<file path="src/rtl/xbus_slave_buf.sv">
// xbus_slave_buf: registered request/response buffer between one xbar slave
// port and one bus slave. It breaks the timing paths in both directions. The
// request slot faces the slave, and the response register faces the xbar. The
// number of outstanding reads is capped at DEPTH.
//
// Optional feature macro: XBUS_BUF_TIMEOUT_EN. When it is defined, the oldest
// outstanding read is answered with ERR_DATA after TIMEOUT cycles. The slave's
// late response to that read is then swallowed.
//
// Ports:
//   clk_i, rst_i                  clock; synchronous reset, active-low
//   host_req_i/we_i/addr_bi/be_i/wdata_bi   request from the xbar
//   host_ack_o                    request accepted this cycle
//   host_resp_o, host_rdata_bo    registered read response (1-cycle pulse)
//   dev_req_o/we_o/addr_bo/be_o/wdata_bo    captured request toward the slave
//   dev_ack_i                     slave accepted the request
//   dev_resp_i, dev_rdata_bi      slave read response
module xbus_slave_buf #(
    parameter int unsigned DEPTH    = 2,
    parameter int unsigned TIMEOUT  = 1024,
    parameter logic [31:0] ERR_DATA = 32'hDEADBEEF
) (
    input  logic        clk_i,
    input  logic        rst_i,
    input  logic        host_req_i,
    input  logic        host_we_i,
    input  logic [31:0] host_addr_bi,
    input  logic [3:0]  host_be_i,
    input  logic [31:0] host_wdata_bi,
    output logic        host_ack_o,
    output logic        host_resp_o,
    output logic [31:0] host_rdata_bo,
    output logic        dev_req_o,
    output logic        dev_we_o,
    output logic [31:0] dev_addr_bo,
    output logic [3:0]  dev_be_o,
    output logic [31:0] dev_wdata_bo,
    input  logic        dev_ack_i,
    input  logic        dev_resp_i,
    input  logic [31:0] dev_rdata_bi
);
    localparam int unsigned   CW      = $clog2(DEPTH + 1);
    localparam logic [CW-1:0] DEPTH_C = CW'(DEPTH);

    typedef enum logic {EMPTY, PEND} slot_e;

    slot_e          slot_q, slot_d;
    logic           we_q;
    logic [31:0]    addr_q, wdata_q;
    logic [3:0]     be_q;
    logic [CW-1:0]  rd_out_q, rd_out_d;
    logic           resp_q, resp_d;
    logic [31:0]    rdata_q, rdata_d;
    logic           accept, rd_inc;
    logic [7:0]     drop;       // dead reads whose slave response must be swallowed
    logic           swallow, tmo_fire;

    // Ack is gated by reset so that nothing is accepted while rst_i is low.
    assign host_ack_o = rst_i & (slot_q == EMPTY) & (host_we_i | (rd_out_q < DEPTH_C));
    assign accept     = host_req_i & host_ack_o;
    assign rd_inc     = accept & ~host_we_i;

`ifdef XBUS_BUF_TIMEOUT_EN
    localparam int unsigned TW = $clog2(TIMEOUT + 1);

    logic [7:0]    drop_q, drop_d;
    logic [TW-1:0] tmo_q, tmo_d;
    logic          only_read, tmo_run;

    // A read still in the slot has not reached the slave yet. Its wait does
    // not start until the slave takes it.
    assign only_read = (slot_q == PEND) & ~we_q & (rd_out_q == CW'(1));
    assign tmo_run   = (8'(rd_out_q) > drop_q) & ~only_read & ~dev_resp_i;
    assign tmo_fire  = tmo_run & (tmo_q == TW'(TIMEOUT - 1));
    assign swallow   = dev_resp_i & (drop_q != 8'd0);
    assign drop      = drop_q;

    always_comb begin
        tmo_d  = tmo_q;
        drop_d = drop_q;
        if (dev_resp_i || rd_out_q == '0 || tmo_fire)
            tmo_d = '0;
        else if (tmo_run)
            tmo_d = tmo_q + TW'(1);
        if (tmo_fire)
            drop_d = drop_q + 8'd1;
        else if (swallow)
            drop_d = drop_q - 8'd1;
    end

    always_ff @(posedge clk_i) begin
        if (!rst_i) begin
            tmo_q  <= '0;
            drop_q <= '0;
        end else begin
            tmo_q  <= tmo_d;
            drop_q <= drop_d;
        end
    end
`else
    logic unused_timeout;
    assign unused_timeout = ^TIMEOUT;
    assign drop           = 8'd0;
    assign swallow        = 1'b0;
    assign tmo_fire       = 1'b0;
`endif

    always_comb begin
        slot_d = slot_q;
        case (slot_q)
            EMPTY:   if (accept)    slot_d = PEND;
            PEND:    if (dev_ack_i) slot_d = EMPTY;
            default: slot_d = EMPTY;
        endcase
    end

    // A response with no read outstanding is a stray and is dropped.
    always_comb begin
        resp_d   = (dev_resp_i & (rd_out_q != '0) & (drop == 8'd0) & ~swallow) | tmo_fire;
        rd_out_d = rd_out_q + CW'(rd_inc) - CW'(resp_d);
        rdata_d  = rdata_q;
        if (tmo_fire)
            rdata_d = ERR_DATA;
        else if (resp_d)
            rdata_d = dev_rdata_bi;
    end

    always_ff @(posedge clk_i) begin
        if (!rst_i) begin
            slot_q   <= EMPTY;
            we_q     <= 1'b0;
            addr_q   <= '0;
            be_q     <= '0;
            wdata_q  <= '0;
            rd_out_q <= '0;
            resp_q   <= 1'b0;
            rdata_q  <= '0;
        end else begin
            slot_q   <= slot_d;
            rd_out_q <= rd_out_d;
            resp_q   <= resp_d;
            rdata_q  <= rdata_d;
            if (accept) begin
                we_q    <= host_we_i;
                addr_q  <= host_addr_bi;
                be_q    <= host_be_i;
                wdata_q <= host_wdata_bi;
            end
        end
    end

    assign dev_req_o     = (slot_q == PEND);
    assign dev_we_o      = we_q;
    assign dev_addr_bo   = addr_q;
    assign dev_be_o      = be_q;
    assign dev_wdata_bo  = wdata_q;
    assign host_resp_o   = resp_q;
    assign host_rdata_bo = rdata_q;

endmodule

</file>
<file path="config.mk">
export PLATFORM = sky130hd
export DESIGN_NAME = xbus_slave_buf
export DESIGN_NICKNAME = d
export VERILOG_FILES = /design/src/rtl/xbus_slave_buf.sv
export SDC_FILE = /design/constraint.sdc
export NUM_CORES = 1
export LEC_CHECK = 0
export CORE_MARGIN = 2
export CORE_UTILIZATION = 39
export CTS_CLUSTER_SIZE = 40
export DETAILED_ROUTE_END_ITERATION = 10
export GPL_TIMING_DRIVEN = 1
export PLACE_DENSITY = 0.87
export SLEW_MARGIN = 20
export SYNTH_ARGS = -nofsm -noshare
export SYNTH_HDL_FRONTEND = slang
export SYNTH_SLANG_ARGS = --single-unit
</file>
<file path="constraint.sdc">
create_clock -name clk_i -period 3.35 [get_ports clk_i]
set_input_delay 0.67 -clock clk_i [delete_from_list [all_inputs] [get_ports clk_i]]
set_output_delay 0.67 -clock clk_i [all_outputs]
set_load 0.02 [all_outputs]
</file>
# [After elaboration in Yosys (flattened, before gate mapping)]
# Cells that the tools add are included.
[classes] n_addsub=2 magnitude_cmp=1 n_mux=3 bitwise=8 n_reduce_logical=1
[op_table] cell="$and A1 B1 Y1" n=5
[op_table] cell="$add A2 B1 Y2" n=1
[op_table] cell="$lt A2 B2 Y1 const B" n=1
[op_table] cell="$mux W1" n=2
[op_table] cell="$not A1 Y1" n=2
[op_table] cell="$pmux W1 S2" n=1
[op_table] cell="$reduce_bool A2 Y1" n=1
[op_table] cell="$sub A2 B1 Y2" n=1
[op_table] cell="$or A1 B1 Y1" n=1
[word_totals] regBits=105 inputBits=106 wordCells=23

# [Depth between registers and ports, before layout]
# Gate-level depths: netlist of the first run.
[depth] word_depth=7 depth_mapped=13 depth_no_buf=9

# [Worst setup path after synthesis of the first run]
# Ideal clock, no wire load.
[synth_timing] path_type="input port to flip-flop" startpoint="input rst_i" endpoint="register rd_out_q[1]" setup_time_ns=0.115 arrival_time_ns=2.418 slack_ns=0.817 stages=13 path_buffers=4 path_cell_list="buf_2 nor2b_4 buf_6 and3_1 buf_6 buf_2 nand2_1 ha_1 inv_1 ha_1 xnor2_1 xnor2_1 and2_1"
[synth_via] elab_chain_cells=6
[synth_rtl] element="from (decl)" line="24" rtl="input logic rst_i,"
[synth_rtl] element="$and A1 B1 Y1 (2 in a row)" line="59" rtl="assign host_ack_o = rst_i & (slot_q == EMPTY) & (host_we_i | (rd_out_q < DEPTH_C));"
[synth_rtl] element="$and A1 B1 Y1" line="60" rtl="assign accept = host_req_i & host_ack_o;"
[synth_rtl] element="$and A1 B1 Y1" line="61" rtl="assign rd_inc = accept & ~host_we_i;"
[synth_rtl] element="$add A2 B1 Y2" line="120" rtl="rd_out_d = rd_out_q + CW'(rd_inc) - CW'(resp_d);"
[synth_rtl] element="$sub A2 B1 Y2" line="120"
[synth_rtl] element="to (signal assigned)" line="140" rtl="rd_out_q <= rd_out_d;"
[synth_rtl] element="to (decl)" line="51" rtl="logic [CW-1:0] rd_out_q, rd_out_d;"
# Parallel ways exist; a longest one is shown, timed or not.
# A chain may end at the register's enable or synchronous reset.

# [Worst setup path after layout of the first run]
[layout_timing] startpoint="input host_we_i" endpoint="output host_ack_o"
[layout_via] elab_chain_cells=2
[layout_rtl] element="from (decl)" line="26" rtl="input logic host_we_i,"
[layout_rtl] element="$or A1 B1 Y1" line="59"
[layout_rtl] element="$and A1 B1 Y1" line="59"
[layout_rtl] element="to (decl)" line="30" rtl="output logic host_ack_o,"
# No other way between the ends.

==> impl_metrics.yaml, run 1 <==
run_status:
  status: "complete, no violations"
synth:
  ys_top_cells_by_area: "dfxtp_1 53%, nand2_1 13%, nand4_1 11%"
  synth_top_area_cell: "dfxtp_1"
  yosysUniqueCellTypes: 20
  synth-edff-count: 0
  ys.warnings.count: 0
  syn_area_sq_um: 4000
  yosysMostFrequentCell: "nand2_1"
  yosysSeqAreaShare: 0.525
  synth-seq-cells: 105
  netlist_instances: 475
  synthArstFlopShare: 0
  synthTopCellsByCount: "134 x nand2_1, 105 x dfxtp_1, 68 x nand4_1, 68 x o21ai_1, 34 x clkbuf_1"
  yosysTopAreaCellShare: 0.525
  synth_flop_cell: "dfxtp_1"
  postSynthAreaPerCell_sq_um: 8.42
  syn_nets: 583
sta:
  max_slew_margin: 0.337
  slew_violations: 0
  timing.final.hold_violations: 0
  setup_viol: 0
  max_freq_mhz: 369
  period_minus_slack_ns: 2.71
  fin_skew_ns: 0.0122
  post-route-worst-setup-slack_ns: 0.641
  fin_crit_sh: 0.809
  worstMarginPinSlew_ns: 0.994
  rsz0062_at_grt: "no"
  fin_tns_setup_ns: 0
drt:
  via_per_inst: 5.12
  drc: 0
  wl_per_cell_um: 15.5
  drt_wl_total_um: 12300
  via_count: 4042
  drtIter0Drc: 165
  dr.pass1.iters: 4
  antenna_left: 0
clock_network:
  clock-sinks: 105
  cts_setup_buffers: 0
  cts_tree: "yes"
  clkLatencyLatePin_ns: 0.37
  cts-root-buf: "clkbuf_8"
  cts_resized: 0
  htree_levels: 3
  cts_buffers: 9
  clk_pin_slew_ns: 0.09
  cts_hold_buf: 0
  clk_path_buf_depth: 2
setup_path:
  critPathCaptureType: "output pin"
  rr_endpoint: "rd_out_q[1]"
  start_kind: "input port"
  critPathLaunch: "host_we_i"
  worstReg2RegStart: "rd_out_q[1]"
  rrSetupSlack_ns: 1.59
  crit_type: "input port to output pin"
  cp_data_required_time_ns: 2.68
  cp.arrival_ns: 2.04
  crit_fanout: 4
  ff2ff_path_depth: 9
  endpoint: "host_ack_o"
die:
  die_area_sq_um: 11100
  io_pins: 210
  row_count: 36
  die_x_um: 105
  die_height_um: 105
  core-area_sq_um: 9860
  start_util: 0.406
final_layout:
  syn2layout_area_growth_pct: 55.8
  fin_nets: 761
  fin_util: 0.632
  layout-drive-gt1-share: 0.0441
  antenna_cells: 0
placed_design:
  place_ws_ns: 0.642
  hpwl_um: 8240
  gp_congestion: 0.852
  portBuffers: 209
global_route:
  grt_overflow: 0
  grt_pass1_vias: 3909
  antenna_found_initial: 0
  globalRouteTotalUtil: 0.217
  grt_max_degree: 106
  grt_pass1_wl_um: 19400
power_and_ir_drop:
  p_leak_nw: 2.20
  vdd_ir_drop_max_mv: 0.326
  p_total_mw: 3.35
  power.density_cell_area_nw_per_um2: 537
worst_hold_path:
  hold_path.class: "register to register"
run:
  cap_violations: 0
-- state kept, by name, indices dropped and copies added, names as in the netlist --
signal	cells
dev_addr_bo	32
dev_be_o	4
dev_req_o	1
dev_wdata_bo	32
dev_we_o	1
host_rdata_bo	32
host_resp_o	1
rd_out_q	2
-- per-layer routing --
metal | global-route usage | share of wire | vias to the layer above
met5 | 0 | 0 | -
met4 | 0.110 | 0.037 | 0
met3 | 0.0501 | 0.057 | 31
met2 | 0.362 | 0.48 | 142
met1 | 0.261 | 0.42 | 1889
li1 | - | - | 1980
-- critical path: stages --
cell,delay [ns]
clkdlybuf4s50_1,0.47
nand2b_2,0.15
and2_1,0.15
clkdlybuf4s50_1,0.60
-- metrics by stage --
stage | std cells | hold slack (ns) | cell area, sq um
floorplan | 475 | 0.526 | 4000
finish | 790 | 0.450 | 6230
global placement | 775 | 0.435 | 6060
global route | 790 | 0.473 | 6230
CTS | 790 | 0.454 | 6230
detailed placement | 775 | 0.441 | 6060
-- logic make-up after synthesis --
| family | Yosys count | synth area share |
|---|---|---|
| fa+ha+maj | 2 | 0.00625 |
| xor+xnor | 2 | 0.00438 |
| simple gates | 210 | 0.246 |
| compound gates | 102 | 0.149 |
| mux | 1 | 0.00250 |
| flops | 105 | 0.525 |
| buf+inv | 53 | 0.0657 |
-- worst min path at each step --
stage	start	end	cells past startpoint
2_1_floorplan	dev_addr_bo[10]	dev_addr_bo[10]	2
5_1_grt	dev_wdata_bo[2]	dev_wdata_bo[2]	2
3_3_place_gp	dev_wdata_bo[19]	dev_wdata_bo[19]	2
6_report	dev_addr_bo[27]	dev_addr_bo[27]	2
4_1_cts	dev_wdata_bo[31]	dev_wdata_bo[31]	2
3_5_place_dp	dev_wdata_bo[31]	dev_wdata_bo[31]	2
-- cells in the final DEF, fill, tap and decap left out, drive strengths merged --
master / n
clkdlybuf4s50: 207
ha: 2
o21ai: 69
xnor2: 2
clkinv: 3
clkbuf: 10
nand2: 134
nand2b: 1
o21a: 1
mux2i: 1
and2: 4
a21boi: 32
nand4: 68
and3: 1
inv: 2
buf: 10
nor2b: 2
clkinvlp: 3
dfxtp: 105
-- power breakdown --
| part | switching [mW] | internal (mW) |
|---|---|---|
| registers | 0.0936 | 1.42 |
| logic | 0.619 | 0.514 |
| clock network | 0.416 | 0.284 |
-- cell type report --
type                            instances  area [sq um]
Timing Repair Buffer                  217          2140
Fill cell                             805          3630
Tap cell                              133           166
Clock inverter                          5          32.5
Sequential cell                       105          2100
Inverter                                3          11.3
Multi-Input combinational cell        317          1640
Clock buffer                           10           138
No activity file was read; power rests on OpenSTA's default activity.
==> run 2: changes to the inputs <==
- CORE_UTILIZATION: 39 -> 36
- PLACE_DENSITY: 0.87 -> 0.84
- clock period: 3.35 -> 2.48 ns (I/O delays scaled with it)
==> run 2 against run 1 <==
Against the previous run:
- sequential share of layout area shrank 0.23 points
- first-iteration DRC count grew 59%
- sequential power rose by 36%
==> impl_metrics.yaml, run 2 (same netlist as run 1, synthesis figures left out) <==
run_status:
  status: "complete, no violations"
sta:
  rsz0062_at_grt: "no"
  slew_violations: 0
  max_freq_mhz: 422
  fin_crit_sh: 0.956
  worstMarginPinSlew_ns: 0.964
  period_minus_slack_ns: 2.37
  max_slew_margin: 0.358
  setup_viol: 0
  fin_skew_ns: 0.0128
  timing.final.hold_violations: 0
  fin_tns_setup_ns: 0
placed_design:
  portBuffers: 209
  hpwl_um: 8450
  gp_congestion: 0.790
die:
  io_pins: 210
  die_area_sq_um: 12000
  row_count: 38
  core-area_sq_um: 10800
  start_util: 0.369
  die_x_um: 109
  die_height_um: 109
setup_path:
  cp_data_required_time_ns: 1.98
  crit_fanout: 4
  start_kind: "input port"
  crit_type: "input port to output pin"
  rrSetupSlack_ns: 0.71
  critPathLaunch: "host_we_i"
  cp.arrival_ns: 1.87
  ff2ff_path_depth: 9
  worstReg2RegStart: "dev_req_o"
  endpoint: "host_ack_o"
  critPathCaptureType: "output pin"
  rr_endpoint: "rd_out_q[1]"
drt:
  via_count: 4050
  drtIter0Drc: 263
  drt_wl_total_um: 12100
  wl_per_cell_um: 15.2
  dr.pass1.iters: 4
  antenna_left: 0
  drc: 0
  via_per_inst: 5.07
clock_network:
  cts_hold_buf: 0
  clk_pin_slew_ns: 0.09
  clk_path_buf_depth: 2
  clkLatencyLatePin_ns: 0.38
  htree_levels: 3
  cts_tree: "yes"
  cts_buffers: 9
  cts_setup_buffers: 0
  cts_resized: 0
  clock-sinks: 105
  cts-root-buf: "clkbuf_8"
global_route:
  globalRouteTotalUtil: 0.201
  grt_pass1_wl_um: 18900
  grt_overflow: 0
  grt_max_degree: 106
  antenna_found_initial: 0
  grt_pass1_vias: 3838
power_and_ir_drop:
  vdd_ir_drop_max_mv: 0.580
  power.density_cell_area_nw_per_um2: 738
  p_leak_nw: 2.22
final_layout:
  layout-drive-gt1-share: 0.0455
  antenna_cells: 0
  fillers: 956
  fin_util: 0.579
  fin_nets: 762
  syn2layout_area_growth_pct: 56.8
  layout_common_cells: "207 x clkdlybuf4s50_1, 134 x nand2_1, 105 x dfxtp_1, 68 x nand4_1, 68 x o21ai_1"
  final_common_cell: "clkdlybuf4s50_1"
run:
  cap_violations: 0
worst_hold_path:
  hold_path.class: "register to register"
run 2: per-stage QoR:
step | area (sq um) | cells | hold slack (ns) | setup slack (ns) | power [mW]
CTS | 6270 | 799 | 0.454 | 0.115 | 4.67
global placement | 6080 | 783 | 0.436 | 0.118 | 3.57
floorplan | 4000 | 475 | 0.526 | 0.121 | 2.88
finish | 6270 | 799 | 0.450 | 0.110 | 4.63
global route | 6270 | 799 | 0.471 | 0.102 | 4.87
detailed placement | 6080 | 783 | 0.442 | 0.0889 | 3.62
run 2: routing by layer:
metal | wire [um] | GRT usage | vias up | share of wire
met2 | 6230 | 0.344 | 146 | 0.51
met5 | 0 | 0 | - | 0
li1 | - | - | 1985 | -
met4 | 244 | 0.0678 | 0 | 0.020
met1 | 4870 | 0.237 | 1902 | 0.40
met3 | 779 | 0.0640 | 17 | 0.064
run 2: cell type report:
class,count,area (sq um),share of cell area
repair buffers,218,2150,0.343
well taps,140,175,0.0279
inverters,3,11.3,0.00179
multi-input cells,317,1640,0.261
clock buffers,11,141,0.0225
clock inverters,5,55.1,0.00878
flip-flops and latches,105,2100,0.335
run 2: worst max-delay path: stages:
cell and delay, ns:
clkdlybuf4s50_1 0.47, nand2b_2 0.16, and2_1 0.14, clkdlybuf4s50_1 0.60
run 2: where the power goes:
part | switching, mW | internal [mW] | total, mW | leakage [nW]
Combinational | 0.832 | 0.695 | 1.53 | 1.26
Clock | 0.563 | 0.491 | 1.05 | 0.0953
Sequential | 0.129 | 1.92 | 2.05 | 0.862
run 2: worst min-delay path by stage:
| stage | cells past startpoint | startpoint | to | slack, ns |
|---|---|---|---|---|
| 3_5_place_dp | 2 | dev_wdata_bo[25] | dev_wdata_bo[25] | 0.44 |
| 3_3_place_gp | 2 | dev_addr_bo[10] | dev_addr_bo[10] | 0.44 |
| 5_1_grt | 2 | dev_addr_bo[3] | dev_addr_bo[3] | 0.47 |
| 6_report | 2 | dev_addr_bo[10] | dev_addr_bo[10] | 0.45 |
| 4_1_cts | 2 | dev_addr_bo[4] | dev_addr_bo[4] | 0.45 |
| 2_1_floorplan | 2 | dev_addr_bo[10] | dev_addr_bo[10] | 0.53 |
==> run 3: changes to the inputs <==
--- a/config.mk
+++ b/config.mk
@@ -8,4 +8,5 @@
 export CORE_MARGIN = 2
 export CORE_UTILIZATION = 36
+export CTS_CLUSTER_DIAMETER = 120
 export CTS_CLUSTER_SIZE = 40
 export DETAILED_ROUTE_END_ITERATION = 10
==> constraint.sdc (replaced) <==
create_clock -name clk_i -period 2.48 [get_ports clk_i]
set_input_delay 0.248 -clock clk_i [delete_from_list [all_inputs] [get_ports clk_i]]
set_output_delay 0.248 -clock clk_i [all_outputs]
set_load 0.02 [all_outputs]
==> run 3 against run 2 <==
Against the previous run:
- sequential power hardly changed
- cell area is 0.64% lower
- register-to-register slack better by 0.03 ns
- die area stayed put
- combinational power hardly changed
- via count is 1.3% lower
- count of clock-buffer cells in the layout is 2 higher
- critical path type unchanged
- largest power group unchanged
- highest routed layer unchanged
==> impl_metrics.yaml, run 3 (same netlist as run 1, synthesis figures left out) <==
run_status:
  status: "complete, no violations"
global_route:
  antenna_found_initial: 0
  grt_pass1_wl_um: 18400
  grt_overflow: 0
  grt_max_degree: 106
  grt_pass1_vias: 3783
  globalRouteTotalUtil: 0.194
setup_path:
  crit_type: "input port to output pin"
  crit_cells: 4
  start_kind: "input port"
  crit_fanout: 4
  cp_data_required_time_ns: 2.23
  cp_slowest_cell: "clkdlybuf4s50_1"
  cpLargestDelayFamily: "buffers and inverters"
  endpoint: "host_ack_o"
  critPathLaunch: "host_we_i"
  cpMostUsedCell: "clkdlybuf4s50_1"
  cp_cell_sequence: "clkdlybuf4s50_1 -> nand2b_2 -> and2_1 -> clkdlybuf4s50_1"
  rrSetupSlack_ns: 0.74
  rr_endpoint: "rd_out_q[1]"
  max_stage_delay_ns: 0.63
  worstReg2RegStart: "dev_req_o"
  critPathCaptureType: "output pin"
  cp.arrival_ns: 1.66
  crit_buf_inv: 2
  ff2ff_path_depth: 9
clock_network:
  clock-sinks: 105
  cts_hold_buf: 0
  htree_levels: 3
  cts_buffers: 9
  cts-root-buf: "clkbuf_8"
  cts_tree: "yes"
  cts_resized: 0
  cts_setup_buffers: 0
  clk_path_buf_depth: 2
  clk_pin_slew_ns: 0.09
  clkLatencyLatePin_ns: 0.34
final_layout:
  layout_common_cells: "207 x clkdlybuf4s50_1, 134 x nand2_1, 105 x dfxtp_1, 68 x nand4_1, 68 x o21ai_1"
  fin_cells: 797
  layout-drive-gt1-share: 0.0396
  antenna_cells: 0
  syn2layout_area_growth_pct: 55.8
  fin_nets: 761
  final_common_cell: "clkdlybuf4s50_1"
sta:
  fin_crit_sh: 0.768
  fin_skew_ns: 0.00705
  fin_tns_setup_ns: 0
  timing.final.hold_violations: 0
  slew_violations: 0
  setup_viol: 0
  holdWs_ns: 0.448
  period_minus_slack_ns: 1.90
  rsz0062_at_grt: "no"
  max_slew_margin: 0.344
  worstMarginPinSlew_ns: 0.984
  max_freq_mhz: 525
placed_design:
  gp_congestion: 0.814
  portBuffers: 209
  hpwl_um: 8270
  dp.cells: 782
die:
  io_pins: 210
  die_x_um: 109
  row_count: 38
  core-area_sq_um: 10800
  die_area_sq_um: 12000
  start_util: 0.369
  die_height_um: 109
power_and_ir_drop:
  power.density_cell_area_nw_per_um2: 719
  vdd_ir_drop_max_mv: 0.333
  p_leak_nw: 2.19
worst_hold_path:
  hold_path.class: "input port to register"
drt:
  drc: 0
  wl_per_cell_um: 15.1
  via_count: 3998
  via_per_inst: 5.02
  dr.pass1.iters: 4
  drt_wl_total_um: 12000
  antenna_left: 0
  drtIter0Drc: 249
run:
  cap_violations: 0
==> run 3: cell types whose count changed in the layout (fill, tap and decap cells not counted), sizes merged <==
cell    before  now
clkinv       3    1
bufinv       1    0
clkbuf      11   13
buf         11   10
==> run 3: worst min-delay path by stage <==
stage	to	cells past startpoint	start
floorplan	dev_addr_bo[10]	2	host_addr_bi[10]
global placement	dev_wdata_bo[6]	2	dev_wdata_bo[6]
detailed placement	dev_addr_bo[31]	2	dev_addr_bo[31]
CTS	dev_addr_bo[27]	3	host_addr_bi[27]
global route	dev_wdata_bo[26]	3	host_wdata_bi[26]
finish	dev_wdata_bo[10]	3	host_wdata_bi[10]
==> run 3: through the flow <==
| step | power [mW] | utilization | cell area (sq um) | setup WS [ns] |
|---|---|---|---|---|
| after floorplan | 2.88 | - | 4000 | 0.369 |
| after global routing | 4.74 | 0.575 | 6230 | 0.503 |
| final | 4.48 | 0.575 | 6230 | 0.575 |
| after CTS | 4.54 | 0.575 | 6230 | 0.564 |
| after detailed placement | 3.61 | 0.560 | 6070 | 0.323 |
| after global placement | 3.57 | 0.560 | 6070 | 0.399 |
==> run 3: cell type report <==
cell class	instances	area [sq um]
inverters	3	11.3
multi-input cells	317	1640
repair buffers	217	2140
fillers	993	4610
well taps	140	175
flip-flops and latches	105	2100
clock buffers	13	149
clock inverters	2	15.0
==> run 3: where the power goes <==
group	switching [mW]	total, mW	internal (mW)
sequential	0.125	2.04	1.92
combinational	0.828	1.52	0.694
clock	0.527	0.917	0.389
total	1.48	4.48	3.00
==> run 3: tightest hold or removal path, cell delays in order <==
cell,delay (ns)
clkdlybuf4s50_1,0.39
nand4_1,0.07
o21ai_1,0.05
==> run 3: routing by layer <==
layer	vias up	wire length [um]	global-route usage
met4	0	379	0.103
li1	1981	-	-
met2	128	6010	0.325
met3	32	584	0.0344
met1	1857	5030	0.236
met5	-	0	0
